[src/rtl/key_press_conditioner.sv]
// Key conditioner: synchronises raw active-low buttons, debounces them in CE ticks
// and emits one-clk press/release pulses. `KEYCOND_TIE_CANCEL_EN drops coincident presses.
module key_press_conditioner #(
    parameter int NUM_KEYS    = 4,
    parameter int SYNC_STAGES = 2,
    parameter int DB_TICKS    = 3
) (
    input  logic                clk,
    input  logic                reset,
    input  logic                CE,
    input  logic [NUM_KEYS-1:0] key_n,
    output logic [NUM_KEYS-1:0] key_level,
    output logic [NUM_KEYS-1:0] key_press,
    output logic [NUM_KEYS-1:0] key_release,
    output logic                any_press
);
    localparam int CW = $clog2(DB_TICKS + 1);

    logic [NUM_KEYS-1:0] sync_q [SYNC_STAGES];
    logic [CW-1:0]       cnt_q  [NUM_KEYS];
    logic [CW-1:0]       cnt_d  [NUM_KEYS];
    logic [NUM_KEYS-1:0] level_q, level_d;
    logic [NUM_KEYS-1:0] press_q, press_d;
    logic [NUM_KEYS-1:0] release_q, release_d;
    logic [NUM_KEYS-1:0] rise;
    logic                any_q, any_d;
    logic [NUM_KEYS-1:0] s;

    // Last synchroniser stage, inverted so that 1 means pressed.
    assign s = ~sync_q[SYNC_STAGES-1];

    always_ff @(posedge clk) begin
        if (reset) begin
            for (int i = 0; i < SYNC_STAGES; i++) sync_q[i] <= '1;
            for (int k = 0; k < NUM_KEYS; k++) cnt_q[k] <= '0;
            level_q   <= '0;
            press_q   <= '0;
            release_q <= '0;
            any_q     <= 1'b0;
        end else begin
            sync_q[0] <= key_n;
            for (int i = 1; i < SYNC_STAGES; i++) sync_q[i] <= sync_q[i-1];
            cnt_q     <= cnt_d;
            level_q   <= level_d;
            press_q   <= press_d;
            release_q <= release_d;
            any_q     <= any_d;
        end
    end

    always_comb begin
        level_d = level_q;
        for (int k = 0; k < NUM_KEYS; k++) begin
            cnt_d[k] = cnt_q[k];
            if (CE) begin
                if (s[k] == level_q[k]) begin
                    cnt_d[k] = '0;
                end else if (int'(cnt_q[k]) + 1 >= DB_TICKS) begin
                    level_d[k] = s[k];
                    cnt_d[k]   = '0;
                end else begin
                    cnt_d[k] = cnt_q[k] + CW'(1);
                end
            end
        end
        rise      = level_d & ~level_q;
        release_d = level_q & ~level_d;
        press_d   = rise;
`ifdef KEYCOND_TIE_CANCEL_EN
        // Exact ties between players are resolved by letting nobody move.
        if ($countones(rise) > 1) press_d = '0;
`endif
        any_d = |press_d;
    end

    assign key_level   = level_q;
    assign key_press   = press_q;
    assign key_release = release_q;
    assign any_press   = any_q;
endmodule

[config.mk]
export PLATFORM = sky130hd
export DESIGN_NAME = key_press_conditioner
export DESIGN_NICKNAME = d
export VERILOG_FILES = /design/src/rtl/key_press_conditioner.sv
export SDC_FILE = /design/constraint.sdc
export NUM_CORES = 1
export LEC_CHECK = 0
export ABC_AREA = 1
export ABC_CLOCK_PERIOD_IN_PS = 800
export CORE_ASPECT_RATIO = 1.5
export CORE_MARGIN = 3
export CORE_UTILIZATION = 30
export CTS_CLUSTER_SIZE = 24
export DETAILED_ROUTE_END_ITERATION = 10
export REMOVE_ABC_BUFFERS = 1
export SLEW_MARGIN = 30
export SYNTH_ARGS = -nofsm -noshare
export SYNTH_HDL_FRONTEND = slang
export SYNTH_SLANG_ARGS = --single-unit
[constraint.sdc]
create_clock -name clk -period 0.8 [get_ports clk]
set_input_delay 0.16 -clock clk [delete_from_list [all_inputs] [get_ports clk]]
set_output_delay 0.16 -clock clk [all_outputs]
set_load 0.01 [all_outputs]
==> results of run 1 <==
power by group:
part | switching [µW] | internal, µW
Sequential | 14.8 | 1470
Combinational | 96.4 | 86.1
Clock | 522 | 680
layout make-up:
type | count | area share
timing repair buffer | 33 | 0.187
clock buffer | 7 | 0.0543
tap | 40 | 0.0315
inverter | 19 | 0.0528
sequential | 29 | 0.376
multi-input combinational | 75 | 0.298
per-stage QoR:
| step | TNS [ps] | area [µm²] | util |
|---|---|---|---|
| after floorplan | -31.1 | 1030 | - |
| after global placement | -13880 | 1380 | 0.419 |
| after detailed placement | -14270 | 1380 | 0.419 |
| after CTS | -1570 | 1450 | 0.443 |
| after global routing | -2400 | 1590 | 0.484 |
| final | -1330 | 1590 | 0.484 |
synth_stat cells:
| master | instances |
|---|---|
| a21oi_1 | 7 |
| nand2_1 | 23 |
| nand3_1 | 6 |
| or2_1 | 2 |
| buf_2 | 1 |
| a21oi_2 | 2 |
| buf_6 | 2 |
| inv_1 | 17 |
| nor3_1 | 2 |
| inv_2 | 1 |
| o21ai_1 | 5 |
| nor2_4 | 2 |
| nand4_1 | 2 |
| o21ai_0 | 2 |
| nor2_1 | 12 |
| nor2_2 | 1 |
| or2_2 | 6 |
| a211oi_1 | 1 |
| inv_4 | 1 |
| nand3_2 | 2 |
| dfxtp_1 | 29 |
worst paths after layout:
path	start	end	slack [ps]	cells past startpoint
worst max-delay path	key_level[3]	key_level[3]	-120	1
worst min-delay path	reset	cnt_q[1]	390	3
worst max register to register	key_level[1]	cnt_q[5]	-100	6
worst min register to register	sync_q[0][1]	sync_q[0][5]	400	1
sequential cells by signal, summed over array words and instances (netlist names):
register	cells
any_press	1
sync_q	8
key_press	4
cnt_q	8
key_release	4
key_level	4
layer usage:
layer  vias to the layer above  wire (µm)
li1                        469          -
met1                       411        845
met2                        22       1140
met3                         7        172
met4                         0         97
met5                         -          0
layout by cell type (no fill, tap or decap), types with 6 or more instances in the layout:
cell,count
nand2_2,11
or2_2,6
dfxtp_2,11
a21oi_2,8
inv_1,11
o21ai_1,6
buf_2,8
buf_6,12
nor2_1,9
clkbuf_8,6
nand2_1,9
dfxtp_1,17
buf_4,6
kinds of logic after synthesis:
group	synth area share
AO/OA/AOI/OAI	0.0897
buffers and inverters	0.0956
flip-flops	0.548
AND/OR/NAND/NOR	0.267
repair_timing:
item	4_1_cts	5_1_grt
pin swaps	11	12
resized for setup	76	43
buffers inserted	1	1
endpoints found under the setup margin	42	32
==> impl_table.tex, run 1 <==
\begin{tabular}{lr}
\hline
Metric & Value \\
\hline
\multicolumn{2}{l}{\textbf{Status}} \\
\quad Run status & finished, violations left \\
\quad Failing checks & setup timing \\
\multicolumn{2}{l}{\textbf{STA}} \\
\quad Setup repair after global routing missed its margin & yes \\
\quad Transition at the pin with the smallest max-transition slack & 170 ps \\
\quad Post-layout worst setup margin & -116 ps \\
\quad Max frequency & 1.09 GHz \\
\quad Number of endpoints failing setup at the final stage & 21 \\
\quad Final-report max-slew violation count & 0 \\
\quad Total count of hold-check failures in the final report & 0 \\
\quad Final critical-path share of the clock period & 1.14 \\
\quad Minimum period implied by the final worst setup slack & 916 ps \\
\quad Max-slew headroom at the worst pin & 0.886 \\
\quad Worst clock skew on the final layout & 5.18 ps \\
\quad Worst hold slack & 391 ps \\
\multicolumn{2}{l}{\textbf{Global routing}} \\
\quad Met3 track demand over resource in global routing & 0.0619 \\
\quad Total global routing track utilization & 0.123 \\
\quad GRT busiest layer & met2 \\
\quad Largest net degree at the start of global routing & 12 \\
\quad Global-route wire length before repair & 3700 µm \\
\quad Grt met1 use & 0.116 \\
\quad Via count of the first global-routing pass & 920 \\
\quad Antenna violations before repair & 0 \\
\quad Met2 Resource Use GR & 0.189 \\
\quad Global route overflow & 0 \\
\multicolumn{2}{l}{\textbf{Power and ir drop}} \\
\quad Power density over the cells & 1810 mW/mm² \\
\quad Cell leakage power & 0.000675 µW \\
\quad Peak VDD IR & 1.01 mV \\
\quad Total chip power & 2870 µW \\
\multicolumn{2}{l}{\textbf{Finish}} \\
\quad Layout overhead on the synthesized area & 49.9\% \\
\quad Post-layout instance count excluding filler cells & 203 \\
\quad Number of filler instances in the final layout & 335 \\
\quad Net count of the finished layout & 170 \\
\quad Share of layout cells above drive strength 1 & 0.564 \\
\quad Antenna cell count & 0 \\
\quad Area taken by flip-flops and latches & 598 µm² \\
\quad Area used by multi-input combinational logic & 473 µm² \\
\multicolumn{2}{l}{\textbf{Setup path}} \\
\quad Worst endpoint required time & 640 ps \\
\quad CP max stage delay & 360 ps \\
\quad Family of cells with the greatest summed delay on the critical path & flip-flops \\
\quad Type of destination of the critical path & output pin \\
\quad Kind of critical path & reg2out \\
\quad Crit path cell chain & buf\_6 \\
\quad Crit start category & register \\
\quad Count of buffering cells on the critical path with inverters included & 1 \\
\quad Maximum fanout along the worst path & 4 \\
\quad Slowest stage cell, crit path & dfxtp\_4 \\
\quad Endpoint arrival time on the critical path & 760 ps \\
\multicolumn{2}{l}{\textbf{Synthesis}} \\
\quad Number of warnings printed during yosys synthesis & 0 \\
\quad Library cell with the largest summed area after synthesis & dfxtp\_1 \\
\quad Area share of the largest cell type after synthesis & 0.548 \\
\quad Mean instance size in the synthesized netlist & 8.41 µm² \\
\quad Register area share after synthesis & 0.548 \\
\quad Cell variety after synth & 21 \\
\quad Instance count of the mapped netlist & 126 \\
\quad Cell types occupying the most area after synthesis & dfxtp\_1, nand2\_1, inv\_1 \\
\quad Cell area after technology mapping & 0.00106 mm² \\
\quad Register bit total from synthesis & 29 \\
\multicolumn{2}{l}{\textbf{Drt}} \\
\quad Number of DRC markers after the initial detailed-route iteration & 14 \\
\quad Routed length per placed instance & 11.1 µm \\
\quad Remaining antenna violation count after routing & 0 \\
\quad Total via count in the routed design & 909 \\
\quad Post-detailed-routing wire length & 2260 µm \\
\quad Detail-routed via count per cell & 4.48 \\
\quad Number of optimization iterations in the first detailed-route pass & 4 \\
\quad Drt drc & 0 \\
\multicolumn{2}{l}{\textbf{Clock tree}} \\
\quad Clk sinks & 29 \\
\quad Root Driver & clkbuf\_8 \\
\quad CTS tree & yes \\
\quad Clock buffers created by TritonCTS & 5 \\
\quad Depth of the CTS H-tree & 2 \\
\quad Quantity of hold-fixing buffers added after cts & 0 \\
\quad Post-CTS clock slew at the launch and capture registers of the worst setup and hold paths & 50 ps \\
\quad Maximum clock insertion buffer count & 2 \\
\quad Clock insertion delay at the later pin of the skew report & 280 ps \\
\multicolumn{2}{l}{\textbf{Worst hold path}} \\
\quad Worst Hold Class & in2reg \\
\multicolumn{2}{l}{\textbf{Flow run}} \\
\quad Number of max-cap violations & 0 \\
\multicolumn{2}{l}{\textbf{Placement}} \\
\quad Placement-stage worst setup slack & -518 ps \\
\quad Instance count after placement with tap cells included & 194 \\
\quad Placed wire-length estimate after detailed placement & 1490 µm \\
\quad Count of port buffers added during placement & 19 \\
\quad Global placement routability congestion & 0.771 \\
\multicolumn{2}{l}{\textbf{Die}} \\
\quad Initial Util & 0.323 \\
\quad Die Y & 78.8 µm \\
\quad Placeable core region & 0.00328 mm² \\
\quad IO Pins & 20 \\
\quad Horizontal die dimension & 54.5 µm \\
\quad Floorplan die area & 0.00430 mm² \\
\quad Placement Rows & 25 \\
\hline
\end{tabular}
Note: power is estimated with default switching activity, not from simulation.
==> inputs of run 2 (changes only) <==
--- a/config.mk
+++ b/config.mk
@@ -6,10 +6,11 @@
 export NUM_CORES = 1
 export LEC_CHECK = 0
 export ABC_AREA = 1
-export ABC_CLOCK_PERIOD_IN_PS = 800
+export ABC_CLOCK_PERIOD_IN_PS = 1050
 export CORE_ASPECT_RATIO = 1.5
 export CORE_MARGIN = 3
 export CORE_UTILIZATION = 30
+export CTS_CLUSTER_DIAMETER = 100
 export CTS_CLUSTER_SIZE = 24
 export DETAILED_ROUTE_END_ITERATION = 10
 export REMOVE_ABC_BUFFERS = 1
==> constraint.sdc (replaced) <==
create_clock -name clk -period 1.05 [get_ports clk]
set_input_delay 0.21 -clock clk [delete_from_list [all_inputs] [get_ports clk]]
set_output_delay 0.21 -clock clk [all_outputs]
set_load 0.01 [all_outputs]
==> impl_table.tex, run 2 (synthesized netlist as in run 1, its figures left out) <==
\begin{tabular}{lr}
\hline
Metric & Value \\
\hline
\multicolumn{2}{l}{\textbf{Status}} \\
\quad Run status & finished clean \\
\multicolumn{2}{l}{\textbf{Die}} \\
\quad Die Y & 78.8 µm \\
\quad Initial Util & 0.323 \\
\quad Placement Rows & 25 \\
\quad IO Pins & 20 \\
\quad Horizontal die dimension & 54.5 µm \\
\quad Placeable core region & 0.00328 mm² \\
\quad Floorplan die area & 0.00430 mm² \\
\multicolumn{2}{l}{\textbf{Setup path}} \\
\quad Worst reg2reg startpoint & key\_level[1] \\
\quad CP max stage delay & 310 ps \\
\quad Endpoint arrival time on the critical path & 810 ps \\
\quad Type of destination of the critical path & output pin \\
\quad Worst endpoint required time & 840 ps \\
\quad R2R cell count & 6 \\
\quad Slowest stage cell, crit path & dfxtp\_1 \\
\quad Crit start category & register \\
\quad Family of cells with the greatest summed delay on the critical path & flip-flops \\
\quad Critical Path Stages & 1 \\
\quad Reg-to-reg endpoint & cnt\_q[4] \\
\quad Count of buffering cells on the critical path with inverters included & 1 \\
\quad Crit path cell chain & clkdlybuf4s15\_1 \\
\quad Worst R2R Setup Slack & 140 ps \\
\quad Kind of critical path & reg2out \\
\quad Maximum fanout along the worst path & 1 \\
\multicolumn{2}{l}{\textbf{Drt}} \\
\quad Total via count in the routed design & 878 \\
\quad Number of DRC markers after the initial detailed-route iteration & 16 \\
\quad Number of optimization iterations in the first detailed-route pass & 4 \\
\quad Routed length per placed instance & 9.93 µm \\
\quad Post-detailed-routing wire length & 1980 µm \\
\quad Detail-routed via count per cell & 4.41 \\
\quad Remaining antenna violation count after routing & 0 \\
\quad Drt drc & 0 \\
\multicolumn{2}{l}{\textbf{STA}} \\
\quad Max frequency & 0.977 GHz \\
\quad Transition at the pin with the smallest max-transition slack & 174 ps \\
\quad Final-report max-slew violation count & 0 \\
\quad Worst clock skew on the final layout & 3.89 ps \\
\quad Final TNS setup & 0 ps \\
\quad Final critical-path share of the clock period & 0.975 \\
\quad Number of endpoints failing setup at the final stage & 0 \\
\quad Total count of hold-check failures in the final report & 0 \\
\quad Minimum period implied by the final worst setup slack & 1020 ps \\
\quad Worst hold slack & 323 ps \\
\quad Setup repair after global routing missed its margin & no \\
\quad Max-slew headroom at the worst pin & 0.883 \\
\multicolumn{2}{l}{\textbf{Placement}} \\
\quad Count of port buffers added during placement & 19 \\
\quad Placed wire-length estimate after detailed placement & 1430 µm \\
\quad Total placed instance area & 0.00135 mm² \\
\quad Global placement routability congestion & 0.760 \\
\multicolumn{2}{l}{\textbf{Clock tree}} \\
\quad Maximum clock insertion buffer count & 2 \\
\quad Post-CTS clock slew at the launch and capture registers of the worst setup and hold paths & 60 ps \\
\quad CTS tree & yes \\
\quad Depth of the CTS H-tree & 2 \\
\quad Clock insertion delay at the later pin of the skew report & 270 ps \\
\quad Clock buffers created by TritonCTS & 5 \\
\quad Root Driver & clkbuf\_8 \\
\quad Clk sinks & 29 \\
\multicolumn{2}{l}{\textbf{Worst hold path}} \\
\quad Worst Hold Class & in2reg \\
\quad Cell depth of the worst min-delay path & 3 \\
\quad Sink of the worst hold path & cnt\_q[7] \\
\quad Hold path startpoint & reset \\
\multicolumn{2}{l}{\textbf{Finish}} \\
\quad Layout overhead on the synthesized area & 33.1\% \\
\quad Leading cell type in the layout, fill and taps excluded & dfxtp\_1 \\
\quad Net count of the finished layout & 166 \\
\quad Antenna cell count & 0 \\
\quad Post-route cell area & 0.00141 mm² \\
\quad Largest registers & cnt\_q: 8 flops, sync\_q: 8 flops \\
\quad Leading cell types in the layout, fill and taps excluded & dfxtp\_1, nand2\_1, inv\_1 \\
\quad Share of layout cells above drive strength 1 & 0.283 \\
\multicolumn{2}{l}{\textbf{Power and ir drop}} \\
\quad Cell leakage power & 0.000643 µW \\
\quad Power density over the cells & 1520 mW/mm² \\
\quad Peak VDD IR & 0.789 mV \\
\multicolumn{2}{l}{\textbf{Global routing}} \\
\quad Global-route wire length before repair & 3290 µm \\
\quad Global route overflow & 0 \\
\quad Total global routing track utilization & 0.108 \\
\quad Antenna violations before repair & 0 \\
\quad Via count of the first global-routing pass & 838 \\
\quad Largest net degree at the start of global routing & 12 \\
\multicolumn{2}{l}{\textbf{Flow run}} \\
\quad Number of max-cap violations & 0 \\
\hline
\end{tabular}
-- run 2: cell count changes in the layout (fill, tap and decap cells not counted), moves of 5 or more --
cell / previous run / this run
dfxtp_2: 11 / 2
clkbuf_2: 0 / 6
nand2_2: 11 / 0
buf_6: 12 / 0
a21oi_2: 8 / 3
inv_1: 11 / 17
nand2_1: 9 / 23
a21oi_1: 1 / 6
dfxtp_1: 17 / 27
-- run 2: how the worst max path moves through the flow --
| stage | to | start | slack (ps) |
|---|---|---|---|
| floorplan | any_press | key_level[1] | 230 |
| global placement | any_press | CE | -250 |
| detailed placement | cnt_q[7] | CE | -280 |
| CTS | key_release[3] | key_release[3] | 2 |
| global route | key_press[2] | key_press[2] | 3 |
| finish | key_press[2] | key_press[2] | 30 |
-- run 2: report_power, final --
part | internal (µW) | switching, µW
Sequential | 1120 | 8.86
Clock | 518 | 377
Combinational | 60.0 | 61.4
Total | 1700 | 447
-- run 2: final cells by class --
type	count	area (µm²)
multi-input cells	75	384
clock buffers	7	86.3
repair buffers	29	233
inverters	19	73.8
well taps	40	50.0
flip-flops and latches	29	583
fillers	339	1870
-- run 2: timing repair --
item	CTS	global route
endpoints found under the setup margin	14	19
hold buffers	0	0
resized for setup	33	13
buffers inserted	0	1
-- run 2: metrics by stage --
step                       util  setup slack [ps]  cells  power (µW)
after detailed placement  0.412              -275    191        1270
final                     0.429              26.3    199        2150
after global routing      0.429              2.55    199        2240
after floorplan               -               231    123        1210
after global placement    0.412              -250    191        1270
after CTS                 0.439              1.61    198        2180
-- run 2: per-layer routing --
metal,vias to the layer above,track usage,share of wire,wire length (µm)
met5,-,0,0,0
met4,0,0.0673,0.030,60
met3,5,0.0544,0.073,145
met2,20,0.175,0.48,956
met1,399,0.104,0.41,816
li1,454,-,-,-
